<file path="config.mk">
export PLATFORM = sky130hd
export DESIGN_NAME = fetch_unit
export DESIGN_NICKNAME = d
export VERILOG_FILES = /design/src/rtl/fetch_unit_pkg.sv /design/src/rtl/fetch_pc_reg.sv /design/src/rtl/fetch_unit.sv
export SDC_FILE = /design/constraint.sdc
export NUM_CORES = 1
export LEC_CHECK = 0
export CAP_MARGIN = 40
export CORE_MARGIN = 5
export CORE_UTILIZATION = 38
export DETAILED_ROUTE_END_ITERATION = 10
export PLACE_DENSITY = 0.81
export SLEW_MARGIN = 0
export SYNTH_ARGS = -nofsm -noshare
export SYNTH_HDL_FRONTEND = slang
export SYNTH_SLANG_ARGS = --single-unit
export TNS_END_PERCENT = 10
</file>
<file path="constraint.sdc">
create_clock -name clk -period 2.2 [get_ports clk]
set_input_delay 0.44 -clock clk [delete_from_list [all_inputs] [get_ports clk]]
set_output_delay 0.44 -clock clk [all_outputs]
set_load 0.05 [all_outputs]
</file>
<file path="src/rtl/fetch_unit_pkg.sv">
// fetch_unit_pkg: fetch FSM states and fetch constants shared by the fetch unit files
package fetch_unit_pkg;
  typedef enum logic [1:0] {S_IDLE, S_FETCH, S_HOLD, S_DRAIN} fetch_state_e;
  localparam logic [31:0] INST_NOP = 32'h0000_0000;
  localparam logic [31:0] PC_STEP = 32'd4;
  localparam logic [31:0] ALIGN_MASK = 32'hFFFF_FFFC;
endpackage

</file>
<file path="src/rtl/fetch_pc_reg.sv">
// fetch_pc_reg: program counter with reset value, load (priority) and step increment
module fetch_pc_reg
  import fetch_unit_pkg::*;
#(
  parameter logic [31:0] RESET_PC = 32'h0000_0000
) (
  input  logic        clk,
  input  logic        rst,
  input  logic        i_load,
  input  logic        i_inc,
  input  logic [31:0] i_load_pc,
  output logic [31:0] o_pc
);
  logic [31:0] r_pc;
  always_ff @(posedge clk)
    r_pc <= rst ? RESET_PC : i_load ? i_load_pc : i_inc ? r_pc + PC_STEP : r_pc;
  assign o_pc = r_pc;
endmodule

</file>
<file path="src/rtl/fetch_unit.sv">
// fetch_unit: single-outstanding-request fetch FSM; define FETCH_ALIGN_CHECK_EN to flag misaligned redirect targets
module fetch_unit
  import fetch_unit_pkg::*;
#(
  parameter logic [31:0] RESET_PC = 32'h0000_0000
) (
  input  logic        clk,
  input  logic        rst,
  input  logic        stall,
  input  logic        redirect,
  input  logic [31:0] redirect_pc,
  output logic        imem_req,
  output logic [31:0] imem_addr,
  input  logic        imem_ack,
  input  logic [31:0] imem_rdata,
  output logic [31:0] inst_out,
  output logic [31:0] pcplus4_out,
  output logic        bubble_out,
  output logic        misalign_out
);
  fetch_state_e r_state, w_next;
  logic [31:0] r_buf, w_pc;
  logic w_fetch, w_hold, w_deliver;
  assign w_fetch = !rst && r_state == S_FETCH;
  assign w_hold = !rst && r_state == S_HOLD;
  assign w_deliver = !redirect && !stall && (w_fetch && imem_ack || w_hold);
  assign imem_req = w_fetch;
  assign imem_addr = w_pc;
  assign bubble_out = !w_deliver;
  assign inst_out = !w_deliver ? INST_NOP : w_hold ? r_buf : imem_rdata;
  assign pcplus4_out = w_deliver ? w_pc + PC_STEP : 32'h0;
`ifdef FETCH_ALIGN_CHECK_EN
  assign misalign_out = !rst && redirect && redirect_pc[1:0] != 2'b00;
`else
  assign misalign_out = 1'b0;
`endif
  fetch_pc_reg #(.RESET_PC(RESET_PC)) u_pc (
    .clk      (clk),
    .rst      (rst),
    .i_load   (redirect),
    .i_inc    (w_deliver),
    .i_load_pc(redirect_pc & ALIGN_MASK),
    .o_pc     (w_pc)
  );
  // a redirect with the request still in flight must wait out its ack in DRAIN
  always_comb
    w_next = r_state == S_IDLE ? S_FETCH
           : r_state == S_FETCH ? (imem_ack ? (stall && !redirect ? S_HOLD : S_FETCH)
                                            : (redirect ? S_DRAIN : S_FETCH))
           : r_state == S_HOLD ? (stall && !redirect ? S_HOLD : S_FETCH)
           : imem_ack ? S_FETCH : S_DRAIN;
  always_ff @(posedge clk)
    if (rst) begin
      r_state <= S_IDLE;
      r_buf <= INST_NOP;
    end else begin
      r_state <= w_next;
      r_buf <= redirect ? INST_NOP : (w_fetch && imem_ack && stall) ? imem_rdata : r_buf;
    end
endmodule

</file>
### Word level (Yosys, flattened, before mapping)

Cells that the tools add are included.
Widths: inputs -> output; s select.

| word-level totals | value |
|---|---|
| input bits | 69 |
| register bits after elaboration | 66 |
| output and inout port bits | 99 |

| operators by class | value |
|---|---|
| add/sub/neg operators | 1 |
| multiplexer cells | 12 |
| reductions and logical operators | 16 |
| equal/unequal tests | 2 |

Operators with widths:

| operator | count |
|---|---|
| $mux 32 | 5 |
| $add 32x3->32 const B | 1 |
| $mux 2 | 6 |
| $logic_and 1x1->1 | 7 |
| $logic_not 1->1 | 4 |
| $reduce_or 2->1 | 2 |
| $eq 2x1->1 const B | 1 |
| $eq 2x2->1 const B | 1 |
| $logic_not 2->1 | 1 |
| $reduce_bool 2->1 | 1 |
| $logic_or 1x1->1 | 1 |
| $mux 1 | 1 |

### Depth between registers and ports, before layout

Gate-level depths: netlist of run 1.

| logic depth | value |
|---|---|
| word-level depth | 7 |
| mapped depth | 7 |
| mapped depth without buffers | 6 |

### Hierarchy

A second synthesis of run 1 with hierarchy kept.

| unflattened totals | value |
|---|---|
| cell total of the unflattened synthesis | 636 |
| area total of the unflattened synthesis | 4404.2 um2 |

Modules (own cells, without submodules):

| module | area an instance (um2) | sequential area each (um2) | cells an instance | instances |
|---|---|---|---|---|
| fetch_unit | 2511.2 | 680.7 | 402 | 1 |
| fetch_pc_reg | 1893.1 | 640.6 | 234 | 1 |

### Worst setup path after synthesis of run 1

Ideal clock, no wire load.

| timing | value |
|---|---|
| path kind | reg-to-output |
| start | reg u_pc.r_pc[2] (netlist: u_pc.o_pc[2]) |
| end | out pcplus4_out[26] |
| arrival | 2803 ps |
| path slack | -1043 ps |
| stages on the path, launching flop included | 8 |
| buffers on the path | 1 |
| cell sequence | dfxtp_1 > ha_1 > nand3_1 > nor4_1 > buf_2 > nand4_1 > xor2_1 > nor2_1 |

| on the way | value |
|---|---|
| cells in the longest elaborated chain, start to end | 2 |

RTL lines:

| element | RTL line | source |
|---|---|---|
| from (decl) | fetch_pc_reg.sv:14 | `logic [31:0] r_pc;` |
| from (signal assigned) | fetch_pc_reg.sv:16 | `r_pc <= rst ? RESET_PC : i_load ? i_load_pc : i_inc ? r_pc + PC_STEP : r_pc;` |
| $add 32x3->32 | fetch_unit.sv:31 | `assign pcplus4_out = w_deliver ? w_pc + PC_STEP : 32'h0;` |
| $mux 32 | fetch_unit.sv:31 |  |
| to (decl) | fetch_unit.sv:17 | `output logic [31:0] pcplus4_out,` |

Every way passes these cells.

### Final worst setup path of run 1

| timing | value |
|---|---|
| start | reg u_pc.r_pc[20] (netlist: u_pc.o_pc[20]) |
| end | out pcplus4_out[30] |

The elaborated chain is that of the path after synthesis.

==> reports/metrics.csv, run 1 <==
metric;value;unit
p_leak;0.00274;µW
worstPathRequired;1.76;ns
syn_avg_cell_area;6.80;µm²
syn_area;0.00379;mm²
drtPass1Iterations;7;
violations;negative setup slack;
regToRegEndpoint;u_pc.o_pc[16]$_SDFFE_PP0P_;
whs;0.458;ns
clkSinkCount;64;
clockBufferDepth;2;
internal_power;2310;µW
finalClockSkew;0.0107;ns
grt_start_max_net_pins;33;
numCtsBuffers;9;
arrival;2.15;ns
maxCapViolCount;0;
pwr-share-comb;0.263;
grt_use_met1;0.312;
gp_congestion;0.897;
min_path_type;flip-flop to flip-flop;
htreeDepth;3;
grt_remaining_overflow;0;
die_w;110;µm
grt_pass1_vias;4962;
dieArea;0.0121;mm²
crit_path_start_kind;flip-flop;
hpwlAfterDp;11300;µm
critPathMaxFanout;5;
crit_path_end_kind;primary output;
yosys-top-cells-area;dfxtp_1 34%, nand2_1 16%, a21oi_1 10%;
portBuffers;160;
relSlewSlack;0.606;
status;complete, but fails checks;
p_sw_frac;0.317;
rr_startpoint;u_pc.o_pc[7]$_SDFFE_PP0P_;
setup.worst_path.end;pcplus4_out[30];
antennaDiodeCount;0;
syn_inst;557;
synth_edf_count;0;
setup_ws;-0.387;ns
yosysSeqAreaShare;0.338;
area_delta_synth_final;105;%
timing.final.hold_violations;0;
grt_antenna_before_repair;0;
postCtsHoldBufs;0;
rsz0062_at_grt;yes;
cts_tree;yes;
reg2reg_slack;0.15;ns
ys_ff_latch;64;
slew_viol_final;0;
post-route-util;0.800;
fillCellCount;532;
root_buffer;clkbuf_8;
die_h;110;µm
clkPwrFrac;0.365;
use_met3;0.0857;
async_reset_ff_frac;0;
layout-drive-gt1-share;0.370;
drt_iter0_drc;454;
clk_pin_slew;0.08;ns
ant_nets;0;
busiest_layer;met2;
synthFlopType;dfxtp_1;
switching_power;1070;µW
post-route-period-util;1.18;
seq_power_share;0.372;
placementRows;36;
r2r_cells;8;
io_pins;168;
critPathLaunch;u_pc.o_pc[20]$_SDFFE_PP0P_;
p_per_area;435;mW/mm²
worst_skew_pair.late_latency;0.35;ns
grt_use_total;0.274;
irDropWorstVdd;0.347;mV
fmax;387;MHz
p_total;3390;µW
core;0.00973;mm²
via_per_inst;5.84;
synth.top_cell.area_share;0.338;
yosysWarnings;0;
layout_min_cycle_time;2.59;ns
criticalPathCategory;flip-flop to primary output;
ys_types;42;
wl;19300;µm
nets;827;
initial_utilization;0.389;
wl_per_cell;21.5;µm
drc_errors;0;
synth_area_leader_cell;dfxtp_1;
use_met2;0.466;
worstMarginPinSlew;0.575;ns
vias;5230;
setup_viol;62;
grt_first_pass_wirelength;25900;µm
layout by cell type (no fill, tap or decap), types with 11 or more instances in the layout:
cell / Yosys / routed
nor2_4: 0 / 25
buf_12: 0 / 73
nand2_1: 157 / 156
clkdlybuf4s50_1: 0 / 92
xnor2_1: 16 / 14
xor2_2: 0 / 11
buf_6: 0 / 11
buf_4: 5 / 53
xor2_1: 28 / 17
a21oi_4: 0 / 23
nand3_1: 18 / 13
nor2_1: 54 / 20
dfxtp_4: 0 / 14
a211oi_1: 12 / 12
dfxtp_1: 64 / 41
a21oi_1: 79 / 46
final cells by class:
type / instances / area [µm²] / area share
multi-input combinational: 445 / 3080 / 0.396
timing repair buffer: 233 / 2940 / 0.378
sequential: 64 / 1350 / 0.173
tap: 133 / 166 / 0.0214
clock buffer: 9 / 124 / 0.0159
clock inverter: 7 / 109 / 0.0140
inverter: 4 / 15.0 / 0.00193
sequential cells by signal, summed over array words and instances (netlist names):
| signal | cells |
|---|---|
| u_pc.o_pc | 30 |
| r_buf | 32 |
| r_state | 2 |
cells in the mapped netlist (all sizes together) (6+ instances only):
master,n
dfxtp,64
a211oi,12
a21oi,79
nor2,54
and3,11
o22ai,10
xnor2,16
nand4,10
clkbuf,37
nand3,19
xor2,28
nand2,157
buf,11
nor3,6
power groups by stage:
stage	logic (µW)	registers [µW]	clock network [µW]
2_1_floorplan	282	1400	0
3_3_place_gp	768	1270	0
3_5_place_dp	786	1270	0
4_1_cts	822	1250	1230
5_1_grt	927	1260	1310
6_report	890	1260	1240
critical path, stage by stage, from the launching register on:
cell and delay, ns:
dfxtp_2 0.43, nand2_1 0.18, nor4_4 0.34, buf_4 0.18, buf_12 0.10, nand3_4 0.09
xor2_2 0.17, nor2_4 0.14, buf_12 0.15
how the worst min path moves through the flow:
stage	from	endpoint	slack, ns	cells past startpoint
floorplan	r_buf[0]$_SDFFE_PP0P_	r_buf[0]$_SDFFE_PP0P_	0.44	2
global placement	r_buf[16]$_SDFFE_PP0P_	r_buf[16]$_SDFFE_PP0P_	0.44	2
detailed placement	r_buf[14]$_SDFFE_PP0P_	r_buf[14]$_SDFFE_PP0P_	0.45	2
CTS	r_buf[14]$_SDFFE_PP0P_	r_buf[14]$_SDFFE_PP0P_	0.46	2
global route	r_buf[14]$_SDFFE_PP0P_	r_buf[14]$_SDFFE_PP0P_	0.47	2
finish	r_buf[14]$_SDFFE_PP0P_	r_buf[14]$_SDFFE_PP0P_	0.46	2
repair_timing:
item	in CTS	in global routing
resized for setup	59	37
setup endpoints to repair	63	64
pin swaps	11	10
buffers inserted	8	11
gates cloned	1	0
metal layers:
layer | wire length [µm] | share of wire
met5 | 0 | 0
met3 | 2100 | 0.11
met2 | 9240 | 0.48
met4 | 1190 | 0.062
met1 | 6720 | 0.35
metrics by stage:
stage	setup slack, ns	cells	cell area (µm²)	TNS [ns]
2_1_floorplan	-0.199	561	4150	-9.05
3_3_place_gp	-0.229	859	6860	-11.53
3_5_place_dp	-0.265	859	6860	-14.10
4_1_cts	-0.331	884	7470	-7.00
5_1_grt	-0.465	895	7780	-14.42
6_report	-0.387	895	7780	-9.49
logic make-up (layout without fill, tap and decap cells):
group / after synthesis / count (layout) / synth area share
simple gates: 278 / 278 / 0.323
compound gates: 117 / 117 / 0.175
flops: 64 / 64 / 0.338
buf+inv: 52 / 253 / 0.0572
xor+xnor: 44 / 44 / 0.102
fa+ha+maj: 1 / 1 / 0.00330
other cells: 1 / 5 / 0.000990
Note: power is estimated with default switching activity, not from simulation.
==> run 2: changes to the inputs <==
--- a/config.mk
+++ b/config.mk
@@ -7,9 +7,11 @@
 export LEC_CHECK = 0
 export CAP_MARGIN = 40
 export CORE_MARGIN = 5
-export CORE_UTILIZATION = 38
+export CORE_UTILIZATION = 45
 export DETAILED_ROUTE_END_ITERATION = 10
-export PLACE_DENSITY = 0.81
+export DONT_BUFFER_PORTS = 1
+export GPL_ROUTABILITY_DRIVEN = 0
+export PLACE_DENSITY = 0.66
 export SLEW_MARGIN = 0
 export SYNTH_ARGS = -nofsm -noshare
 export SYNTH_HDL_FRONTEND = slang
==> run 2 against run 1 <==
The run still ends with negative setup slack left. Clock skew increased by 0.0027 ns. Register-to-register slack worse by 0.03 ns. Critical path depth unchanged. Non-clock buffer count shrank 103. Combinational power down 30%. First-iteration DRC count fell by 58%. Die area decreased by 14%. Clock-buffer cell count is 3 higher. Critical endpoint is now pcplus4_out[26]. Highest routed layer unchanged.
==> reports/metrics.csv, run 2 (synthesis results as in run 1) <==
metric;value;unit
clkSinkCount;64;
timing.final.hold_violations;0;
nets;724;
finalClockSkew;0.0133;ns
vias;4386;
regMostFlops;r_buf;
drt_iter0_drc;192;
fmax;395;MHz
irDropWorstVdd;0.306;mV
area_delta_synth_final;66.6;%
whs;0.154;ns
p_total;2970;µW
maxCapViolCount;0;
layout_min_cycle_time;2.53;ns
status;complete, but fails checks;
final_common_cell;nand2_1;
violations;negative setup slack;
relSlewSlack;0.538;
arrival;2.09;ns
io_pins;168;
dp_worst_setup_slack;-0.0521;ns
cts_tree;yes;
clockBufferDepth;2;
post-route-period-util;1.15;
ant_nets;0;
grt_remaining_overflow;0;
wl_per_cell;18.3;µm
worstMarginPinSlew;0.694;ns
drc_errors;0;
setup_ws;-0.330;ns
crit_path_start_kind;flip-flop;
rsz0062_at_grt;yes;
largest_reg_flops;32;
die_w;102;µm
grt_antenna_before_repair;0;
fin_cells;764;
root_buffer;clkbuf_8;
setup_viol;39;
initial_utilization;0.461;
layout-drive-gt1-share;0.423;
clk_pin_slew;0.08;ns
grt_pass1_vias;4453;
placementRows;33;
critPathMaxFanout;6;
hpwlAfterDp;9700;µm
via_per_inst;5.74;
grt_first_pass_wirelength;21900;µm
wl;14000;µm
crit_path_end_kind;primary output;
numCtsBuffers;9;
dieArea;0.0104;mm²
worst_skew_pair.late_latency;0.34;ns
dpl.cell_count;739;
slew_viol_final;0;
grt_start_max_net_pins;37;
most-common-layout-cells;152 x nand2_1, 62 x buf_4, 57 x buf_12;
core;0.00822;mm²
p_leak;0.00223;µW
criticalPathCategory;flip-flop to primary output;
worstPathRequired;1.76;ns
p_per_area;471;mW/mm²
portBuffers;0;
htreeDepth;3;
min_path_type;input port to flip-flop;
drtPass1Iterations;7;
grt_use_total;0.265;
die_h;102;µm
antennaDiodeCount;0;
-- run 2: stage by stage --
| step | area (µm²) | TNS, ns | util |
|---|---|---|---|
| floorplan | 4150 | -9.05 | - |
| global placement | 5650 | -0.0452 | 0.688 |
| CTS | 6140 | -5.16 | 0.748 |
| detailed placement | 5650 | -0.0864 | 0.688 |
| finish | 6310 | -5.14 | 0.768 |
| global route | 6310 | -9.98 | 0.768 |
-- run 2: cell type report --
class,instances,area [µm²]
fillers,554,1910
repair buffers,130,1730
clock buffers,12,166
well taps,105,131
clock inverters,4,48.8
multi-input cells,445,2880
inverters,4,15.0
flip-flops and latches,64,1340
-- run 2: critical path: stages (launching register included) --
cell and delay, ns:
dfxtp_4 0.37, buf_12 0.15, nand3_4 0.11, nor4_4 0.30, buf_6 0.17, nand4_1 0.15, xor2_2 0.24, nor2_4 0.12
buf_12 0.14
-- run 2: what timing repair did --
action / 4_1_cts / 5_1_grt
pin swaps: 5 / 18
resized for setup: 43 / 28
buffers inserted: 5 / 4
hold buffers: 0 / 0
cloned: 0 / 0
setup endpoints to repair: 62 / 62
-- run 2: path summary, 6_finish.rpt --
| check | end | startpoint | slack, ns | cells past startpoint |
|---|---|---|---|---|
| worst min-delay path | u_pc.o_pc[7]$_SDFFE_PP0P_ | rst | 0.15 | 1 |
| worst min register to register | r_buf[25]$_SDFFE_PP0P_ | r_buf[25]$_SDFFE_PP0P_ | 0.46 | 2 |
| worst max-delay path | pcplus4_out[26] | u_pc.o_pc[4]$_SDFFE_PP0P_ | -0.33 | 8 |
| worst max register to register | u_pc.o_pc[22]$_SDFFE_PP0P_ | u_pc.o_pc[4]$_SDFFE_PP0P_ | 0.12 | 10 |
-- run 2: power breakdown --
part	leakage [µW]	internal (µW)	total, µW	switching, µW
clock network	0.000108	623	1120	492
logic	0.00158	199	619	420
registers	0.000534	1200	1240	38.0
-- run 2: per-layer routing --
metal | GRT usage | share of wire | up-vias
li1 | - | - | 2053
met1 | 0.292 | 0.36 | 2076
met2 | 0.460 | 0.51 | 211
met3 | 0.0902 | 0.099 | 46
met4 | 0.122 | 0.033 | 0
met5 | 0 | 0 | -
==> run 3: changes to the inputs <==
--- a/config.mk
+++ b/config.mk
@@ -5,13 +5,15 @@
 export SDC_FILE = /design/constraint.sdc
 export NUM_CORES = 1
 export LEC_CHECK = 0
-export CAP_MARGIN = 40
+export ABC_CLOCK_PERIOD_IN_PS = 2200
+export CAP_MARGIN = 20
 export CORE_MARGIN = 5
 export CORE_UTILIZATION = 45
 export DETAILED_ROUTE_END_ITERATION = 10
 export DONT_BUFFER_PORTS = 1
 export GPL_ROUTABILITY_DRIVEN = 0
 export PLACE_DENSITY = 0.66
+export SKIP_CTS_REPAIR_TIMING = 1
 export SLEW_MARGIN = 0
 export SYNTH_ARGS = -nofsm -noshare
 export SYNTH_HDL_FRONTEND = slang
==> run 3 against run 2 <==
The run still ends with negative setup slack left. Setup slack got worse by 0.031 ns. Flip-flop and latch count did not move. Die area did not move. Sequential share of layout area rose by 0.42 points. Worst hold slack got worse by 0.0022 ns. Wire length fell by 2.3%. Sequential power barely moved. Final area fell by 2.1%. Critical path depth did not move. Total power fell by 0.23%. Combinational power fell by 1%. Highest routed layer unchanged. Cell count fell by 0.65%.
==> reports/metrics.csv, run 3 (synthesis results as in run 1) <==
metric;value;unit
status;complete, but fails checks;
violations;negative setup slack;
antennaDiodeCount;0;
post-route-period-util;1.16;
final_common_cell;nand2_1;
drtPass1Iterations;7;
portBuffers;0;
grt_antenna_before_repair;0;
worst_skew_pair.late_latency;0.34;ns
relSlewSlack;0.530;
wl;13600;µm
drt_iter0_drc;150;
irDropWorstVdd;0.304;mV
p_leak;0.00218;µW
clkSinkCount;64;
most-common-layout-cells;156 x nand2_1, 61 x buf_4, 55 x buf_12;
finalClockSkew;0.0151;ns
placementRows;33;
clk_pin_slew;0.08;ns
regMostFlops;r_buf;
arrival;2.12;ns
drc_errors;0;
grt_first_pass_wirelength;20700;µm
htreeDepth;3;
nets;719;
setup_ws;-0.361;ns
die_h;102;µm
grt_remaining_overflow;0;
min_path_type;input port to flip-flop;
layout_min_cycle_time;2.56;ns
grt_use_total;0.252;
ant_nets;0;
fin_cells;759;
grt_start_max_net_pins;37;
hpwlAfterDp;9700;µm
cts_tree;yes;
worstMarginPinSlew;0.705;ns
io_pins;168;
wl_per_cell;18.0;µm
timing.final.hold_violations;0;
fmax;390;MHz
r2r_cells;7;
root_buffer;clkbuf_8;
rsz0062_at_grt;yes;
maxCapViolCount;0;
dpl.cell_count;739;
slew_viol_final;0;
p_per_area;480;mW/mm²
core;0.00822;mm²
crit_path_end_kind;primary output;
layout-drive-gt1-share;0.404;
initial_utilization;0.461;
tns;-6.55;ns
crit_path_start_kind;flip-flop;
largest_reg_flops;32;
setup_viol;58;
crit_chain;ha_4, nand3_4, nor4_4, buf_4, nand4_1, xor2_2, nor2_4, buf_12;
vias;4339;
worstPathRequired;1.76;ns
area_delta_synth_final;63.1;%
grt_pass1_vias;4286;
criticalPathCategory;flip-flop to primary output;
via_per_inst;5.72;
crit_path_max_incr_delay;0.39;ns
numCtsBuffers;9;
clockBufferDepth;2;
dieArea;0.0104;mm²
min_delay_path_depth;1;
cp_slowest_cell;dfxtp_4;
critPathMaxFanout;5;
die_w;102;µm
## run 3: cell count changes in the layout (fill, tap and decap cells not counted), sizes merged
cell / previous run / this run
buf: 130 / 125
## run 3: path summary, 6_finish.rpt
kind                                   from                         end  slack (ns)
setup / recovery  u_pc.o_pc[2]$_SDFFE_PP0P_             pcplus4_out[26]       -0.36
setup reg to reg  u_pc.o_pc[2]$_SDFFE_PP0P_  u_pc.o_pc[17]$_SDFFE_PP0P_        0.18
hold reg to reg      r_buf[20]$_SDFFE_PP0P_      r_buf[20]$_SDFFE_PP0P_        0.46
hold / removal                          rst   u_pc.o_pc[7]$_SDFFE_PP0P_        0.15
## run 3: final cells by class
class	count	area (µm²)
well taps	105	131
flip-flops and latches	64	1330
clock inverters	4	48.8
repair buffers	125	1660
fillers	579	2040
clock buffers	12	166
inverters	4	15.0
multi-input cells	445	2820
## run 3: critical path: cells and delay by family, from the launching register on
kind          cells  cell delay [ns]
xor+xnor          1             0.23
fa+ha+maj         1             0.15
buf+inv           2             0.35
flops             1             0.39
simple gates      4             0.65
## run 3: metrics by stage
step	util	instance area (µm²)	setup WS [ns]	hold WS, ns	total power, µW
floorplan	-	4150	-0.199	0.437	1680
global placement	0.688	5650	-0.0452	0.441	1820
detailed placement	0.688	5650	-0.0521	0.447	1840
CTS	0.714	5870	-0.452	0.144	2940
global route	0.752	6180	-0.458	0.136	3080
finish	0.752	6180	-0.361	0.152	2970
## run 3: layer usage
layer,vias to the layer above,track usage,part of all wire
li1,2046,-,-
met1,2051,0.276,0.36
met2,202,0.432,0.50
met3,40,0.0909,0.11
met4,0,0.120,0.033
met5,-,0,0
## run 3: power breakdown
group	switching, µW	internal, µW
sequential	36.2	1200
combinational	416	195
clock	495	623
total	947	2020
